### config.mk
export PLATFORM = sky130hd
export DESIGN_NAME = lnrv_exu_flush_arb
export DESIGN_NICKNAME = d
export VERILOG_FILES = /design/src/rtl/lnrv_exu_flush_arb.sv
export SDC_FILE = /design/constraint.sdc
export NUM_CORES = 1
export LEC_CHECK = 0
export CORE_AREA = 5 5 132 134
export CTS_BUF_LIST = sky130_fd_sc_hd__clkbuf_8
export DETAILED_ROUTE_END_ITERATION = 8
export DIE_AREA = 0 0 137 139
export HOLD_SLACK_MARGIN = 0.02
export PLACE_DENSITY = 0.7
export SYNTH_ARGS = -nofsm -noshare
export SYNTH_HDL_FRONTEND = slang
export SYNTH_SLANG_ARGS = --single-unit
### constraint.sdc
create_clock -name clk -period 4.2 [get_ports clk]
set_clock_uncertainty 0.2 [all_clocks]
set_input_delay 1.05 -clock clk [delete_from_list [all_inputs] [get_ports clk]]
set_output_delay 1.05 -clock clk [all_outputs]
set_load 0.03 [all_outputs]
### src/rtl/lnrv_exu_flush_arb.sv
// lnrv_exu_flush_arb: fixed-priority arbiter sharing the IFU flush port among dbg/exc/irq/bjp sources
module lnrv_exu_flush_arb #(
  parameter int XLEN  = 32,
  parameter int CNT_W = 16
) (
  input  logic             clk,
  input  logic             reset_n,
  input  logic             dbg_flush_req,
  input  logic [XLEN-1:0]  dbg_flush_pc_op1,
  input  logic [XLEN-1:0]  dbg_flush_pc_op2,
  output logic             dbg_flush_ack,
  input  logic             exc_flush_req,
  input  logic [XLEN-1:0]  exc_flush_pc_op1,
  input  logic [XLEN-1:0]  exc_flush_pc_op2,
  output logic             exc_flush_ack,
  input  logic             irq_flush_req,
  input  logic [XLEN-1:0]  irq_flush_pc_op1,
  input  logic [XLEN-1:0]  irq_flush_pc_op2,
  output logic             irq_flush_ack,
  input  logic             bjp_flush_req,
  input  logic [XLEN-1:0]  bjp_flush_pc_op1,
  input  logic [XLEN-1:0]  bjp_flush_pc_op2,
  output logic             bjp_flush_ack,
  output logic             pipe_flush_req,
  input  logic             pipe_flush_ack,
  output logic [XLEN-1:0]  pipe_flush_pc_op1,
  output logic [XLEN-1:0]  pipe_flush_pc_op2,
  output logic [1:0]       pipe_flush_src,
  output logic             flush_busy,
  output logic [CNT_W-1:0] flush_cnt
);
  typedef enum logic {IDLE, REQ} state_t;
  state_t           r_state;
  logic             r_req;
  logic [1:0]       r_src;
  logic [XLEN-1:0]  r_op1;
  logic [XLEN-1:0]  r_op2;
  logic [CNT_W-1:0] r_cnt;
  logic             w_any;
  logic             w_hs;
  logic [1:0]       w_src;
  logic [XLEN-1:0]  w_op1;
  logic [XLEN-1:0]  w_op2;
  // fixed priority pick: dbg > exc > irq > bjp
  always_comb begin
    w_any = dbg_flush_req | exc_flush_req | irq_flush_req | bjp_flush_req;
    w_src = dbg_flush_req ? 2'd0 : exc_flush_req ? 2'd1 : irq_flush_req ? 2'd2 : 2'd3;
    w_op1 = dbg_flush_req ? dbg_flush_pc_op1 : exc_flush_req ? exc_flush_pc_op1 :
            irq_flush_req ? irq_flush_pc_op1 : bjp_flush_pc_op1;
    w_op2 = dbg_flush_req ? dbg_flush_pc_op2 : exc_flush_req ? exc_flush_pc_op2 :
            irq_flush_req ? irq_flush_pc_op2 : bjp_flush_pc_op2;
  end
  // ack only counts while a request is held, so an IDLE ack is ignored
  assign w_hs              = r_req & pipe_flush_ack;
  assign dbg_flush_ack     = w_hs & (r_src == 2'd0);
  assign exc_flush_ack     = w_hs & (r_src == 2'd1);
  assign irq_flush_ack     = w_hs & (r_src == 2'd2);
  assign bjp_flush_ack     = w_hs & (r_src == 2'd3);
  assign pipe_flush_req    = r_req;
  assign flush_busy        = r_req;
  assign pipe_flush_pc_op1 = r_op1;
  assign pipe_flush_pc_op2 = r_op2;
  assign pipe_flush_src    = r_src;
  assign flush_cnt         = r_cnt;
  // capture winner in IDLE, hold until handshake, always return through IDLE
  always_ff @(posedge clk or negedge reset_n) begin
    if (!reset_n) begin
      r_state <= IDLE;
      r_req   <= 1'b0;
      r_src   <= 2'd0;
      r_op1   <= '0;
      r_op2   <= '0;
      r_cnt   <= '0;
    end else if (r_state == IDLE) begin
      if (w_any) begin
        r_state <= REQ;
        r_req   <= 1'b1;
        r_src   <= w_src;
        r_op1   <= w_op1;
        r_op2   <= w_op2;
      end
    end else if (pipe_flush_ack) begin
      r_state <= IDLE;
      r_req   <= 1'b0;
      r_cnt   <= r_cnt + {{(CNT_W-1){1'b0}}, ~&r_cnt};
    end
  end
endmodule

==> flow_summary.json <==
{
  "status": "finished, violations left",
  "violations": "DRC",
  "fmax_mhz": 260.6,
  "syn_to_final_growth_pct": 78.44,
  "place_area_mm2": 0.008448,
  "synthAdderAreaFrac_pct": 0.7754,
  "syn_area_mm2": 0.004841,
  "yosys_warnings": 0,
  "wl_per_cell_um": 19.29,
  "cts_max_level": 3,
  "drtIter0Drc": 435,
  "slew_viol_final": 0,
  "seq_area_frac_synth_pct": 43.42,
  "rrSetupSlack_ps": 1520,
  "dp_slack_ps": 344.5,
  "slew_headroom_pct": 28.95,
  "synth-edff-count": 0,
  "path_class": "primary input to output pin",
  "setup.worst_path.end_class": "output pin",
  "cp.arrival_ps": 2590,
  "grt_pass1_vias": 5332,
  "core-area_mm2": 0.01617,
  "path_max_fanout": 6,
  "max_cap_violations": 0,
  "timing.rr.start": "flush_cnt[4]$_DFFE_PN0P_",
  "cts.clk_slew.worst_paths_ps": 70,
  "syn_nets": 725,
  "vias": 5145,
  "synthMuxAreaShare_pct": 17.55,
  "ys_seq_elements": 84,
  "grt_max_degree": 125,
  "cts_buffers": 9,
  "rows": 47,
  "synth-compound-area-share_pct": 20.68,
  "seq_area_mm2": 0.002102,
  "port-buffer-count": 350,
  "drtAntennaViolNets": 0,
  "dp.final_hpwl_mm": 15.44,
  "synthDistinctLibCells": 36,
  "cp-startpoint": "pipe_flush_ack",
  "tns_ps": 0,
  "fin_area_mm2": 0.008638,
  "cts_buffer_depth": 2,
  "die_h_um": 139,
  "period_minus_slack_ps": 3837,
  "tightest_slew_ps": 1066,
  "die_w_um": 137,
  "critPathLaunchType": "primary input",
  "grt_pass1_wl_mm": 28.79,
  "setup_viol": 0,
  "p_leak_uw": 0.003494,
  "firstDrtPassIters": 9,
  "initial_utilization_pct": 29.93,
  "rsz0062_at_grt": "no",
  "ios": 351,
  "viasPerCell": 5.109,
  "root_buffer": "clkbuf_8",
  "yosys.area_share.simple_pct": 10.24,
  "drive_gt1_share_pct": 10.93,
  "hold_class": "register to register",
  "synth_top_family_by_area": "compound AO/OA/AOI/OAI gates",
  "antenna_found_initial": 0,
  "power_density_mw_per_mm2": 335.7,
  "critPathCapture": "exc_flush_ack",
  "clock_latency_ps": 360,
  "fin_ws_ps": 362.9,
  "grt.total_usage_pct": 19.47,
  "multi_input_area_mm2": 0.002514,
  "ys_async_sr_fraction_pct": 100.0,
  "cts.sinks": 84,
  "globalRoute.totalOverflow": 0,
  "synth_cells": 459,
  "period_share_pct": 91.36,
  "tritoncts": "built",
  "nNetsFinal": 1050,
  "cp.required_ps": 2950,
  "ir_drop_mv": 0.2021,
  "fillers": 1438,
  "cts_resized": 0,
  "reg2reg_to": "flush_cnt[6]$_DFFE_PN0P_",
  "die_area_mm2": 0.01904,
  "drcViolationCount": 21,
  "synth_xor_area_share_pct": 2.533,
  "diodes": 0,
  "ctsHoldBuffers": 0,
  "totalWireLength_mm": 19.43,
  "ys.flop_type": "dfrtp_1",
  "r2r_cells": 9,
  "cts_setup_buffers": 0,
  "synth.avg_cell_area_um2": 10.55,
  "place.gp.congestion": 0.9348,
  "hold_viol_final": 0
}
[flip-flops by register name, indices dropped and copies added (netlist names)]
| register | cells |
|---|---|
| flush_busy | 1 |
| flush_cnt | 16 |
| pipe_flush_pc_op1 | 32 |
| pipe_flush_pc_op2 | 32 |
| pipe_flush_src | 2 |
| r_state | 1 |
[synth_stat cells, types with 11 or more instances]
| library cell | n | area [um^2] |
|---|---|---|
| dfrtp_1 | 84 | 2102 |
| nand2_1 | 69 | 259.0 |
| a222oi_1 | 58 | 580.6 |
| o21ai_1 | 46 | 230.2 |
| mux2_4 | 30 | 450.4 |
| mux2_2 | 29 | 326.6 |
| clkbuf_1 | 24 | 90.09 |
| o21ai_0 | 14 | 70.07 |
| nor2_1 | 12 | 45.04 |
| buf_2 | 11 | 55.05 |
[power by group]
part	internal [uW]	switching [uW]
registers	951	105
clock network	298	275
logic	629	641
[area by class of cell]
cell class | instances | area share [%]
well taps | 220 | 3.187
clock buffers | 11 | 1.753
repair buffers | 357 | 41.05
flip-flops and latches | 84 | 24.33
multi-input cells | 329 | 29.10
clock inverters | 3 | 0.4490
inverters | 3 | 0.1304
[how the worst min path moves through the flow]
stage                                      startpoint                                end  slack (ps)  cells past startpoint
detailed placement  pipe_flush_pc_op2[26]$_DFFE_PN0P_  pipe_flush_pc_op2[26]$_DFFE_PN0P_         270                      2
finish              pipe_flush_pc_op2[27]$_DFFE_PN0P_  pipe_flush_pc_op2[27]$_DFFE_PN0P_         280                      2
CTS                 pipe_flush_pc_op2[26]$_DFFE_PN0P_  pipe_flush_pc_op2[26]$_DFFE_PN0P_         290                      2
global placement     pipe_flush_pc_op1[6]$_DFFE_PN0P_   pipe_flush_pc_op1[6]$_DFFE_PN0P_         270                      2
floorplan                           r_state$_DFF_PN0_                  r_state$_DFF_PN0_         430                      2
global route         pipe_flush_pc_op2[8]$_DFFE_PN0P_   pipe_flush_pc_op2[8]$_DFFE_PN0P_         300                      2
[metal layers]
metal / global-route usage (%) / up-vias / wire (um)
met5: 0 / - / 0
met4: 7.616 / 0 / 684
met3: 6.350 / 40 / 1734
met2: 33.57 / 257 / 9889
met1: 22.09 / 2422 / 7120
li1: - / 2426 / -
[cells by family (layout without fill, tap and decap cells)]
group | after synthesis | after routing
AO/OA/AOI/OAI | 134 | 134
XOR/XNOR | 14 | 14
adder cells (fa/ha/maj) | 3 | 3
buffers and inverters | 46 | 374
flip-flops | 84 | 84
multiplexers | 66 | 66
AND/OR/NAND/NOR | 112 | 112
[per-stage QoR]
stage / cells / util (%) / hold WS, ps / total power, uW
after floorplan: 459 / - / 428.2 / 1676
after global placement: 993 / 52.24 / 265.7 / 2331
after detailed placement: 993 / 52.24 / 270.9 / 2350
after CTS: 1007 / 53.42 / 289.7 / 2938
after global routing: 1007 / 53.42 / 303.2 / 3049
final: 1007 / 53.42 / 282.5 / 2900
[worst max-delay path: stages]
cell and delay (ps):
clkdlybuf4s50_1 580, nand2_1 100, nor3_1 150, clkdlybuf4s50_1 700
[cells in the final DEF, fill, tap and decap left out, types with 3 or more instances in the layout]
cell / count
and3_1: 4
nand2_1: 69
mux2_4: 30
o22ai_1: 5
o21ai_0: 14
o21ai_1: 46
a222oi_1: 58
xnor2_1: 7
nand4_1: 5
inv_1: 4
ha_1: 3
clkdlybuf4s50_1: 347
a221oi_1: 6
nand3_1: 7
dfrtp_1: 84
clkbuf_8: 11
mux2_2: 29
xor2_1: 7
buf_4: 9
mux2i_1: 5
nor2_1: 12
nor3_1: 4
No activity file was read; power rests on OpenSTA's default activity.
==> edit 1, RTL diff (same settings) <==
Register the outputs `dbg_flush_ack` and `irq_flush_ack`, with the module's reset; this adds one clock of latency there. The other outputs are not delayed to match.
--- a/src/rtl/lnrv_exu_flush_arb.sv
+++ b/src/rtl/lnrv_exu_flush_arb.sv
@@ -52,9 +52,16 @@
   end
   // ack only counts while a request is held, so an IDLE ack is ignored
   assign w_hs              = r_req & pipe_flush_ack;
-  assign dbg_flush_ack     = w_hs & (r_src == 2'd0);
   assign exc_flush_ack     = w_hs & (r_src == 2'd1);
-  assign irq_flush_ack     = w_hs & (r_src == 2'd2);
+  always_ff @(posedge clk or negedge reset_n) begin
+    if (!reset_n) begin
+      dbg_flush_ack <= '0;
+      irq_flush_ack <= '0;
+    end else begin
+      dbg_flush_ack <= w_hs & (r_src == 2'd0);
+      irq_flush_ack <= w_hs & (r_src == 2'd2);
+    end
+  end
   assign bjp_flush_ack     = w_hs & (r_src == 2'd3);
   assign pipe_flush_req    = r_req;
   assign flush_busy        = r_req;
Behaviour: not the same (a bounded check fails within 4 cycles, from zero or initial values and one cycle with reset_n low).
==> edit 1 against the unedited design <==
The flow still finishes with violations (DRC). Hold slack worse by 7.5 ps. Die area did not move. Total power decreased by 1.3%. Largest cell class unchanged. Wire length down 0.67%. Sequential cell count rose by 2. Critical path type unchanged. Final area increased by 0.38%. Setup slack got worse by 6.1 ps. Area after synthesis up 1.0%.
==> edit 1: results <==
timing:
  tightest_slew_ps: 1091
clocking:
  clockBufferDepth: 2
  cts-htree-levels: 3
  cts_setup_buffers: 0
final_layout:
  fill_cells: 1437
  drive_gt1_share_pct: 10.89
  nets: 1051
global_routing:
  grt_usage_pct: 19.55
  met1_usage_pct: 22.44
  grt_max_degree: 87
  first_global_vias: 5454
  grtUsageMet3_pct: 5.406
  grt_pass1_wl_mm: 29.07
  grt.met2_usage_pct: 33.44
synthesis:
  synthMuxAreaShare_pct: 17.37
  ys_top_cells_by_area: "dfrtp_1 (44%), a222oi_1 (12%), mux2_4 (9.2%), mux2_2 (6.7%), nand2_1 (5.3%)"
  ys_seq_area_share_pct: 44.00
  syn_nets: 727
  synth_xor_area_share_pct: 2.507
  synth_compound_area_share_pct: 20.47
  yosys-top-cells-count: "dfrtp_1 (86), nand2_1 (69), a222oi_1 (58)"
  synthAdderAreaFrac_pct: 0.7675
  syn_inst: 461
detailed_routing:
  drt_iter0_markers: 367
  wl_mm: 19.30
  wl_per_cell_um: 19.11
  drc_errors: 19
  vias: 5179
  firstDrtPassIters: 9
placed_design:
  gp_congestion: 0.8644
  hpwlAfterDp_mm: 15.32
  place_ws_ps: 359.3
  dp.cells: 994
hold_path:
  min_from: "pipe_flush_src[0]"
  whs_endpoint: "irq_flush_ack"
  min_path_cells: 1
outcome:
  status: "finished with violations"
  violations: "DRC"
critical_path:
  r2r_slack_ps: 1530
  cpMaxStageDelayCell: "clkdlybuf4s50_1"
  r2r-end: "flush_cnt[6]"
pwr:
  ir_drop_uv: 191.9
  p_leak_nw: 3.513
-- edit 1: cell types whose count changed after synthesis, sizes merged --
cell   delta
dfrtp     +2
-- edit 1: layout make-up --
class	instances	area (um2)	area share [%]
flip-flops and latches	86	2152	24.82
clock buffers	10	137.6	1.587
inverters	3	11.26	0.1299
repair buffers	356	3551	40.95
multi-input cells	329	2514	28.99
clock inverters	6	30.03	0.3463
well taps	220	275.3	3.175
-- edit 1: kinds of logic (layout without fill, tap and decap cells) --
logic type                 Yosys count  after routing
and+or+nand+nor                    112            112
muxes                               66             66
buffers and inverters               46            375
xor gates and xnor gates            14             14
AOI/OAI and AO/OA                  134            134
DFF                                 86             86
adders and majority gates            3              3
-- edit 1: how the worst max path moves through the flow --
stage	slack, ps	startpoint	end	cells past startpoint
5_1_grt	270	pipe_flush_ack	exc_flush_ack	4
3_5_place_dp	360	pipe_flush_ack	exc_flush_ack	4
4_1_cts	350	pipe_flush_ack	exc_flush_ack	4
6_report	360	pipe_flush_ack	exc_flush_ack	4
3_3_place_gp	400	pipe_flush_ack	exc_flush_ack	4
2_1_floorplan	1190	pipe_flush_ack	exc_flush_ack	2
-- edit 1: per-layer routing --
metal,wire length (um),vias up
met1,7227,2446
met2,9885,260
li1,-,2432
met5,0,-
met4,645,0
met3,1539,41
-- edit 1: stage by stage --
stage,hold slack [ps],power [mW],instance area (um2),utilization (%)
2_1_floorplan,428.2,1.697,4891,-
3_3_place_gp,265.1,2.355,8503,52.58
3_5_place_dp,267.0,2.376,8503,52.58
4_1_cts,278.5,2.903,8671,53.62
5_1_grt,288.9,3.021,8671,53.62
6_report,275.0,2.863,8671,53.62
-- edit 1: power breakdown --
part / leakage [nW] / total [mW] / internal, mW / switching, mW
logic: 2.34 / 1.27 / 0.632 / 0.642
registers: 1.08 / 1.08 / 0.971 / 0.107
clock network: 0.0944 / 0.510 / 0.224 / 0.287
total: 3.51 / 2.86 / 1.83 / 1.04
-- edit 1: worst reg2reg max path, cell delays in order, from the launching register on --
cell     delay, ps
dfrtp_1        450
nand3_1        160
or2_2          340
or3_1          410
ha_1           210
ha_1           180
nand3_1        180
nor2_1         100
and3_1         200
xor2_1         140
==> edit 2, RTL diff (same settings) <==
Without the edit above. `CNT_W`: 16 -> 14.
--- a/src/rtl/lnrv_exu_flush_arb.sv
+++ b/src/rtl/lnrv_exu_flush_arb.sv
@@ -1,7 +1,7 @@
 // lnrv_exu_flush_arb: fixed-priority arbiter sharing the IFU flush port among dbg/exc/irq/bjp sources
 module lnrv_exu_flush_arb #(
   parameter int XLEN  = 32,
-  parameter int CNT_W = 16
+  parameter int CNT_W = 14
 ) (
   input  logic             clk,
   input  logic             reset_n,
Interface: changed (resized flush_cnt); port bits go from 351 to 349. No check against the original RTL was run, so the function may have changed too.
==> edit 2 against the unedited design <==
The flow still finishes with violations (DRC). Hold slack gained 3.7 ps. Setup slack better by 73 ps. Final area down 1.9%. Area after synthesis decreased by 2.9%. Wire length barely moved. Total power is 2.7% lower. Sequential cell count fell by 2. Fmax rose by 1.9%. Largest power group unchanged.
==> edit 2: results <==
outcome:
  status: "finished with violations"
  violations: "DRC"
synthesis:
  synthAdderAreaFrac_pct: 0.5322
  ys_seq_area_share_pct: 43.64
  synth_cell_types: 30
  yosys-top-cells-count: "dfrtp_1 (82), nand2_1 (69), a222oi_1 (59)"
  synthMuxAreaShare_pct: 18.09
  ys_top_cells_by_area: "dfrtp_1 (44%), a222oi_1 (13%), mux2_4 (9.6%), mux2_2 (6.9%), nand2_1 (5.5%)"
critical_path:
  r2r-end: "flush_cnt[12]"
  rr_startpoint: "flush_cnt[2]"
  reg2reg_depth: 8
  r2r_slack_ps: 1820
  cp_max_fo: 4
detailed_routing:
  wl_per_cell_um: 19.55
  vias: 5165
  drc_errors: 6
  wl_met3_mm: 1.541
  drt_iter0_markers: 364
final_layout:
  sh_seq_area_pct: 24.22
  nets: 1033
  drive_gt1_share_pct: 10.87
  fill_cells: 1407
  bufAreaShareNonClock_pct: 41.73
  multiInputGateArea_um2: 2426
  numSequentialCells: 82
  clkbuf_count: 10
  buffers: 353
  num-multi-input-gates: 319
  clock_area_share_pct: 2.038
placed_design:
  io_buffers: 348
  hpwlAfterDp_mm: 15.14
pwr:
  ir_drop_uv: 214.8
  netSwitchingPower_mw: 1.035
  clk-power_mw: 0.516
global_routing:
  first_global_vias: 5391
  grt_usage_pct: 19.46
  grt_max_degree: 83
  met1_usage_pct: 22.09
  grt.met2_usage_pct: 34.03
timing:
  tightest_slew_ps: 1038
  holdWs_ps: 286.2
[edit 2: how the worst max path moves through the flow]
stage | startpoint | slack [ps] | end | cells past startpoint
3_5_place_dp | pipe_flush_ack | 440 | exc_flush_ack | 4
2_1_floorplan | pipe_flush_ack | 1190 | dbg_flush_ack | 2
4_1_cts | pipe_flush_ack | 430 | exc_flush_ack | 4
6_report | pipe_flush_ack | 440 | bjp_flush_ack | 4
5_1_grt | pipe_flush_ack | 310 | exc_flush_ack | 4
3_3_place_gp | pipe_flush_ack | 470 | bjp_flush_ack | 4
[edit 2: per-stage QoR]
step / setup slack (ps) / power [mW] / cell area (um2) / instances
floorplan: 1186 / 1.653 / 4702 / 447
global placement: 474.7 / 2.303 / 8300 / 977
detailed placement: 438.0 / 2.330 / 8300 / 977
CTS: 428.9 / 2.865 / 8473 / 993
global route: 314.4 / 2.980 / 8473 / 993
finish: 435.5 / 2.822 / 8473 / 993
